File: config.mk
export PLATFORM = sky130hd
export DESIGN_NAME = outport_arbiter
export DESIGN_NICKNAME = d
export VERILOG_FILES = /design/src/rtl/outport_arbiter.sv
export SDC_FILE = /design/constraint.sdc
export NUM_CORES = 1
export LEC_CHECK = 0
export ABC_AREA = 1
export CAP_MARGIN = 30
export CORE_MARGIN = 2
export CORE_UTILIZATION = 35
export DETAILED_ROUTE_END_ITERATION = 6
export SYNTH_ARGS = -nofsm -noshare
export SYNTH_HDL_FRONTEND = slang
export SYNTH_SLANG_ARGS = --single-unit
File: constraint.sdc
create_clock -name clk -period 5.5 [get_ports clk]
set_input_delay 1.1 -clock clk [delete_from_list [all_inputs] [get_ports clk]]
set_output_delay 1.1 -clock clk [all_outputs]
set_load 0.02 [all_outputs]
File: src/rtl/outport_arbiter.sv
// Output-port arbiter: round-robin grant in IDLE, packet lock in LOCKED, per-VC credit counters.
// Optional OUTPORT_ARBITER_CREDIT_CHECK_EN adds a sticky credit_err output for saturated credit returns.
module outport_arbiter #(
    parameter int NUM_REQ     = 3,
    parameter int NUM_VCS     = 2,
    parameter int BUFFER_SIZE = 8,
    localparam int VC_W = (NUM_VCS > 1) ? $clog2(NUM_VCS) : 1,
    localparam int CW   = $clog2(BUFFER_SIZE + 1),
    localparam int RR_W = (NUM_REQ > 1) ? $clog2(NUM_REQ) : 1
) (
    input  logic                    clk,
    input  logic                    n_rst,
    input  logic [NUM_REQ-1:0]      req,
    input  logic [NUM_REQ*VC_W-1:0] req_vc,
    input  logic [NUM_REQ-1:0]      req_tail,
    input  logic [NUM_VCS-1:0]      credit_granted,
    output logic [NUM_REQ-1:0]      grant,
    output logic                    packet_sent,
    output logic [VC_W-1:0]         sent_vc,
    output logic [NUM_VCS*CW-1:0]   credits,
`ifdef OUTPORT_ARBITER_CREDIT_CHECK_EN
    output logic                    credit_err,
`endif
    output logic                    busy
);

    typedef enum logic {IDLE, LOCKED} state_e;

    state_e                        state_q, state_d;
    logic [RR_W-1:0]               rr_ptr_q, rr_ptr_d;
    logic [RR_W-1:0]               owner_q, owner_d;
    logic [VC_W-1:0]               lock_vc_q, lock_vc_d;
    logic [NUM_VCS-1:0][CW-1:0]    credit_q, credit_d;

    logic [VC_W-1:0]               req_vc_a [NUM_REQ];
    logic [NUM_REQ-1:0]            eligible;
    logic                          win_found;
    logic [RR_W-1:0]               win_idx;
    logic [NUM_REQ-1:0]            grant_c;
    logic                          send_c;
    logic [VC_W-1:0]               sent_vc_c;

    function automatic logic [RR_W-1:0] next_idx(input logic [RR_W-1:0] i);
        if (int'(i) == NUM_REQ - 1) return '0;
        return i + 1'b1;
    endfunction

    // A requester is eligible only if its VC is real and that VC still has downstream space.
    always_comb begin
        for (int i = 0; i < NUM_REQ; i++) begin
            req_vc_a[i] = req_vc[i*VC_W +: VC_W];
            eligible[i] = req[i] && (int'(req_vc_a[i]) < NUM_VCS) && (credit_q[req_vc_a[i]] != '0);
        end
    end

    always_comb begin
        int idx;
        win_found = 1'b0;
        win_idx   = '0;
        idx       = 0;
        for (int k = 0; k < NUM_REQ; k++) begin
            idx = int'(rr_ptr_q) + k;
            if (idx >= NUM_REQ) idx = idx - NUM_REQ;
            if (!win_found && eligible[idx]) begin
                win_found = 1'b1;
                win_idx   = RR_W'(idx);
            end
        end
    end

    always_comb begin
        // NOTE: every output of this block gets a default first so no path leaves it unassigned (no latches).
        state_d   = state_q;
        rr_ptr_d  = rr_ptr_q;
        owner_d   = owner_q;
        lock_vc_d = lock_vc_q;
        grant_c   = '0;
        send_c    = 1'b0;
        sent_vc_c = '0;
        unique case (state_q)
            IDLE: begin
                if (win_found) begin
                    grant_c[win_idx] = 1'b1;
                    send_c           = 1'b1;
                    sent_vc_c        = req_vc_a[win_idx];
                    if (req_tail[win_idx]) begin
                        rr_ptr_d = next_idx(win_idx);
                    end else begin
                        state_d   = LOCKED;
                        owner_d   = win_idx;
                        lock_vc_d = req_vc_a[win_idx];
                    end
                end
            end
            LOCKED: begin
                grant_c[owner_q] = 1'b1;
                sent_vc_c        = lock_vc_q;
                if (req[owner_q] && credit_q[lock_vc_q] != '0) begin
                    send_c = 1'b1;
                    if (req_tail[owner_q]) begin
                        state_d  = IDLE;
                        rr_ptr_d = next_idx(owner_q);
                    end
                end
            end
            default: state_d = IDLE;
        endcase
    end

`ifdef OUTPORT_ARBITER_CREDIT_CHECK_EN
    logic credit_err_q, credit_err_d;
    logic sat_ret;
`endif

    // Send and return on the same VC cancel; a lone return at full depth saturates.
    always_comb begin
        credit_d = credit_q;
`ifdef OUTPORT_ARBITER_CREDIT_CHECK_EN
        sat_ret  = 1'b0;
`endif
        for (int v = 0; v < NUM_VCS; v++) begin
            if (credit_granted[v] && !(send_c && sent_vc_c == VC_W'(v))) begin
                if (credit_q[v] == CW'(BUFFER_SIZE)) begin
`ifdef OUTPORT_ARBITER_CREDIT_CHECK_EN
                    sat_ret = 1'b1;
`endif
                end else begin
                    credit_d[v] = credit_q[v] + 1'b1;
                end
            end else if (!credit_granted[v] && send_c && sent_vc_c == VC_W'(v)) begin
                credit_d[v] = credit_q[v] - 1'b1;
            end
        end
    end

`ifdef OUTPORT_ARBITER_CREDIT_CHECK_EN
    // credit_granted carries one bit per existing VC, so an out-of-range return cannot be encoded.
    assign credit_err_d = credit_err_q | sat_ret;

    always_ff @(posedge clk or negedge n_rst) begin
        if (!n_rst) credit_err_q <= 1'b0;
        else        credit_err_q <= credit_err_d;
    end

    assign credit_err = credit_err_q;
`endif

    always_ff @(posedge clk or negedge n_rst) begin
        // NOTE: state registers use non-blocking assignments so every flop samples pre-edge values.
        if (!n_rst) begin
            state_q   <= IDLE;
            rr_ptr_q  <= '0;
            owner_q   <= '0;
            lock_vc_q <= '0;
            credit_q  <= {NUM_VCS{CW'(BUFFER_SIZE)}};
        end else begin
            state_q   <= state_d;
            rr_ptr_q  <= rr_ptr_d;
            owner_q   <= owner_d;
            lock_vc_q <= lock_vc_d;
            credit_q  <= credit_d;
        end
    end

    // The IDLE grant is combinational, so it must be masked explicitly while reset is held.
    assign grant       = n_rst ? grant_c : '0;
    assign packet_sent = n_rst & send_c;
    assign sent_vc     = n_rst ? sent_vc_c : '0;
    assign credits     = credit_q;
    assign busy        = (state_q == LOCKED);

endmodule

* Word level (Yosys, flattened, before mapping)
Cells that the tools add are included.
** Word-level totals
- Bits of input ports :: 13
- Register bits :: 14
- Word-level logic and storage cells :: 155
- Output and inout bits :: 14
- Bits in writable memories :: 0
- Bits in latches :: 0
- Memories kept :: 0
- ROM bits :: 0
** Cells by class
- Add/sub/neg operators :: 11
- Multiply operators :: 0
- Divide/modulo/power cells :: 0
- Reductions and logical operators :: 32
- Equality and inequality tests :: 10
- Muxes and demuxes :: 76
- Shift-type cells :: 0
- Bitwise logic cells :: 5
- Order comparisons :: 15
** Operator list (count)
- less-than comparator 32 x 4 -> 1 bit (second input constant) :: 3
- 2-to-1 mux 32 bit :: 3
- 2-to-1 mux 4 bit :: 14
- 2-to-1 mux 1 bit :: 32
- 2-to-1 mux 2 bit :: 11
- logical AND 1 bit :: 16
- nonzero test 4 bit :: 4
- binary-select mux 1 bit (select 2 bit) :: 7
- adder 4 x 1 -> 4 bit (second input constant) :: 2
- == test 4 bit (second input constant) :: 2
- less-than comparator 1 x 2 -> 1 bit (second input constant) :: 4
- inequality test 2 bit (second input constant) :: 4
- subtractor 3 x 2 -> 4 bit (second input constant) :: 2
- subtractor 4 x 1 -> 4 bit (second input constant) :: 2
- greater-or-equal comparator 3 x 2 -> 1 bit (second input constant) :: 2
- zero test 1 bit :: 6
- less-than comparator 2 x 3 -> 1 bit (second input constant) :: 2
- 2-to-1 mux 3 bit :: 2
- case mux 1 bit (2 select lines) :: 3
- case mux 3 bit (2 select lines) :: 1
- adder 2 x 1 -> 2 bit (second input constant) :: 2
- demux 1 bit (select 2 bit) :: 2
- == test 2 bit (second input constant) :: 2
- greater-or-equal comparator 2 x 1 -> 1 bit (second input constant) :: 2
- other kinds (14) :: 19

* Longest topological paths before layout
- Word-level depth :: 26
- Depth in mapped cells :: 26
- Depth with buffers taken out :: 26

* Least setup slack after synthesis
No wires, ideal clock.
- Path type :: input -> output
- Start :: in req_vc[1]
- End :: out grant[0]
- Setup slack :: 1.750 ns
- Cell stages on the path :: 15
- Path buffers :: 0
- Data arrival time :: 2.650 ns
- Cells stage by stage :: inv_1 -> nand3_1 -> nand3_2 -> nand2_1 -> nand3_2 -> nand2_2 -> nor2_4 -> nand3_1 -> nand2_2 -> inv_2 -> nor2_1 -> nand2_1 -> nand2_1 -> inv_1 -> a211oi_1
** Between the ends
- Cells in the longest elaborated chain, start to end :: 21
- Elaborated cells between the ends (all ways) :: 31
- Those cells by class :: order compare (2); mux (22); reduce/logical (7)
** Ends and longest elaborated chain
- start: declaration :: line 14 : input logic [NUM_REQ*VC_W-1:0] req_vc,
- 2-to-1 mux 4 bit (not written as such) * (2 in series) :: line 52 : eligible[i] = req[i] && (int'(req_vc_a[i]) < NUM_VCS) && (credit_q[req_vc_a[i]] != '0);
- nonzero test 4 bit * :: line 52
- logical AND 1 bit * :: line 52
- binary-select mux 1 bit (select 2 bit) :: line 64 : if (!win_found && eligible[idx]) begin
- 2-to-1 mux 1 bit (not written as such) (2 in series) :: line 64
- 2-to-1 mux 1 bit :: line 64
- zero test 1 bit :: line 64
- logical AND 1 bit :: line 64
- [3 not listed]
- 2-to-1 mux 2 bit :: line 64
- less-than comparator 2 x 3 -> 1 bit (not written as such) or greater-or-equal comparator 2 x 1 -> 1 bit (tied branches) :: line 83 : grant_c[win_idx] = 1'b1;
- logical AND 1 bit (not written as such) :: line 83
- 2-to-1 mux 1 bit (not written as such) :: line 83
- demux 1 bit (select 2 bit) :: line 83
- 2-to-1 mux 3 bit * :: line 82 : if (win_found) begin
- case mux 3 bit (2 select lines) * :: line 80 : unique case (state_q)
- 2-to-1 mux 3 bit * :: line 166 : assign grant = n_rst ? grant_c : '0;
- end: declaration :: line 17 : output logic [NUM_REQ-1:0] grant,
Mark *: on every way between the ends. The rest lies on a longest branch, timed or not. The select of a mux whose other input is x is not followed.

* Worst setup path in the final report
Ends and elaborated chain as after synthesis.

==> out/results.txt <==
Nets@finish -> 250
Vias per cell -> 4.78
Buffer count from post-CTS setup fixing -> 0
Hold path cells -> 2
Leak pwr -> 0.000881 µW
Flop-to-flop setup slack -> 2.31 ns
Hold Path Class -> reg2reg
Yosys reg bits -> 14
VDD IR max -> 374 µV
Tmin final -> 4.72 ns
Worst EP arrival -> 3.62 ns
Grt ovf -> 0
Synth Flop Type -> dfrtp_1
WP data required -> 4.40 ns
Fin. Hold Viols -> 0
GRT Overall Usage -> 16.1%
Asr flop ratio synth -> 100%
Cell Rows -> 22
Max-cap violations -> 0
Post-Place Cells -> 271
Cell Area, Synth -> 0.00139 mm²
Status -> finished clean
Share of Yosys cell area claimed by the top area cell type -> 21.5%
CTS tree -> done
Antenna Cells -> 0
Synth warnings -> 0
Critical-path cell list -> clkdlybuf4s50_1 > inv_1 > nand3_1 > nand4_1 > inv_1 > nor2_1 > a21boi_1 > nand2_1 > nand2_2 > inv_2 > nor2_1 > nand2_1 > nand2_1 > inv_1 > a211oi_1 > clkdlybuf4s50_1
Final period utilization -> 85.8%
Type of origin of the critical path -> primary input
GRT busiest layer -> met2
Post-synth EDFFs -> 0
DR pass1 iterations -> 4
DR vias -> 1314
Syn_area_per_cell -> 7.08 µm²
Initial antenna violation count -> 0
Port buffer count -> 26
Worst-Skew Late Latency -> 0.24 ns
Clock transition at path regs -> 0.06 ns
Vias in the first global route -> 1177
DRC errors left -> 0
R2r worst-path depth -> 24
Cell with the most instances after synthesis -> nand2_1
Layout cells sized above 1 -> 17.6%
Die area -> 0.00450 mm²
Antenna Nets Post-Route -> 0
P&R area growth vs syn -> 27.2%
Post-route insts no fill -> 275
Syn Nets -> 219
Setup crit end kind -> output pin
Synth area leaders -> dfrtp_1 (22%), nand2_1 (13%), nand3_1 (7.5%), nand3_2 (6.5%), ha_1 (6.3%)
Worst hold slack -> 0.486 ns
Syn Inst Count -> 197
H-tree lvl count -> 1
Chip width -> 67.1 µm
Final wirelength -> 3260 µm
CTS max path bufs -> 2
Dpl hpwl -> 2620 µm
Top post-synthesis cells by count -> nand2_1 (50), inv_1 (23), nand3_1 (21)
First-pass GRT wire length -> 5410 µm
Largest stage delay on the critical path -> 0.64 ns
Sequential fraction of the synthesis area -> 25.3%
Core area -> 0.00374 mm²
Clk Tree Root Cell -> clkbuf_8
Slew margin rel. -> 76.6%
Initial Util -> 37.2%
Setup violators final -> 0
Peak Freq -> 0.212 GHz
Final Util -> 47.4%
Yosys top cell by area -> dfrtp_1
Final Wtd Congestion -> 0.844
CTS Sinks -> 14
Largest net degree at the start of global routing -> 17
Top Ports -> 27
Fin. max-slew vios -> 0
Critical setup path kind -> in2out
Pwr per Cell Area -> 701 mW/mm²
Post-synth cell types -> 30
Total CTS buffers -> 3
Iter 0 DRT Violations -> 70
Met3 global-route usage -> 2.36%
GR met2 Demand/Resource -> 24.9%
Post-Route Setup TNS -> 0 ns
DR WL/cell -> 11.8 µm
Peak fanout along the critical path -> 4
RSZ-0062 raised after global routing -> false
Least-Margin Pin Slew -> 0.351 ns
Cts repair resizes -> 0
Grt met1 use -> 22.4%
Worst path slowest cell -> clkdlybuf4s50_1
Die Ht -> 67.1 µm
Clock skew -> 0.00641 ns
# hold bufs at CTS -> 0
[final timing paths]
check | startpoint | to
setup reg to reg | credits[0] | credits[7]
hold reg to reg | credits[3] | credits[3]
min in group asynchronous | n_rst | credits[4]
hold / removal | credits[3] | credits[3]
max in group asynchronous | n_rst | credits[3]
setup / recovery | req_vc[1] | grant[0]
[per-stage QoR]
| stage | worst slack, ns | power [µW] | instance area, µm² |
|---|---|---|---|
| 2_1_floorplan | 1.75 | 908 | 1390 |
| 3_3_place_gp | 0.791 | 1150 | 1720 |
| 3_5_place_dp | 0.773 | 1150 | 1720 |
| 4_1_cts | 0.757 | 1260 | 1770 |
| 5_1_grt | 0.515 | 1380 | 1770 |
| 6_report | 0.783 | 1240 | 1770 |
[state kept, by name, indices dropped and copies added (netlist names)]
| name | count |
|---|---|
| credits | 8 |
| lock_vc_q | 1 |
| busy | 1 |
| rr_ptr_q | 2 |
| owner_q | 2 |
[kinds of logic after synthesis]
logic type | after synthesis | synth area share, %
xor gates and xnor gates | 4 | 2.51
adders and majority gates | 9 | 9.16
buffers and inverters | 28 | 7.54
and+or+nand+nor | 119 | 45.4
DFF | 14 | 25.3
AOI/OAI and AO/OA | 23 | 10.1
[layout by cell type (no fill, tap or decap), drive strengths merged]
master	Yosys	final
clkdlybuf4s50	0	26
a21o	1	1
a211oi	1	1
nand2	61	61
nand4	1	1
nor2	22	22
a31oi	2	2
xor2	4	4
nand3b	3	3
ha	7	7
nand3	32	32
fa	2	2
a22oi	1	1
dfrtp	12	12
inv	27	27
a221oi	1	1
a21oi	3	3
o211ai	1	1
a21boi	1	1
buf	0	1
dfstp	2	2
o21ai	12	12
clkbuf	1	4
[power by group]
part	switching, µW	internal [µW]	total [µW]
clock	36.5	63.3	99.9
combinational	552	355	907
sequential	73.2	163	237
total	662	582	1240
[critical path: cells and delay by family]
kind                   cells  cell delay, ns
buffers and inverters      6            1.45
AO/OA/AOI/OAI              2            0.32
AND/OR/NAND/NOR            8            0.76
[per-layer routing]
layer | routed length [µm] | vias up
met2 | 1410 | 25
met3 | 108 | 4
met1 | 1690 | 584
met4 | 51 | 0
li1 | - | 701
met5 | 0 | -
[final cells by class]
class | count | area, µm²
sequential | 14 | 353
tap | 48 | 60.1
clock buffer | 4 | 55.1
inverter | 27 | 101
fill | 396 | 1970
multi-input combinational | 155 | 936
timing repair buffer | 27 | 268
(Power assumes the default switching activity.)
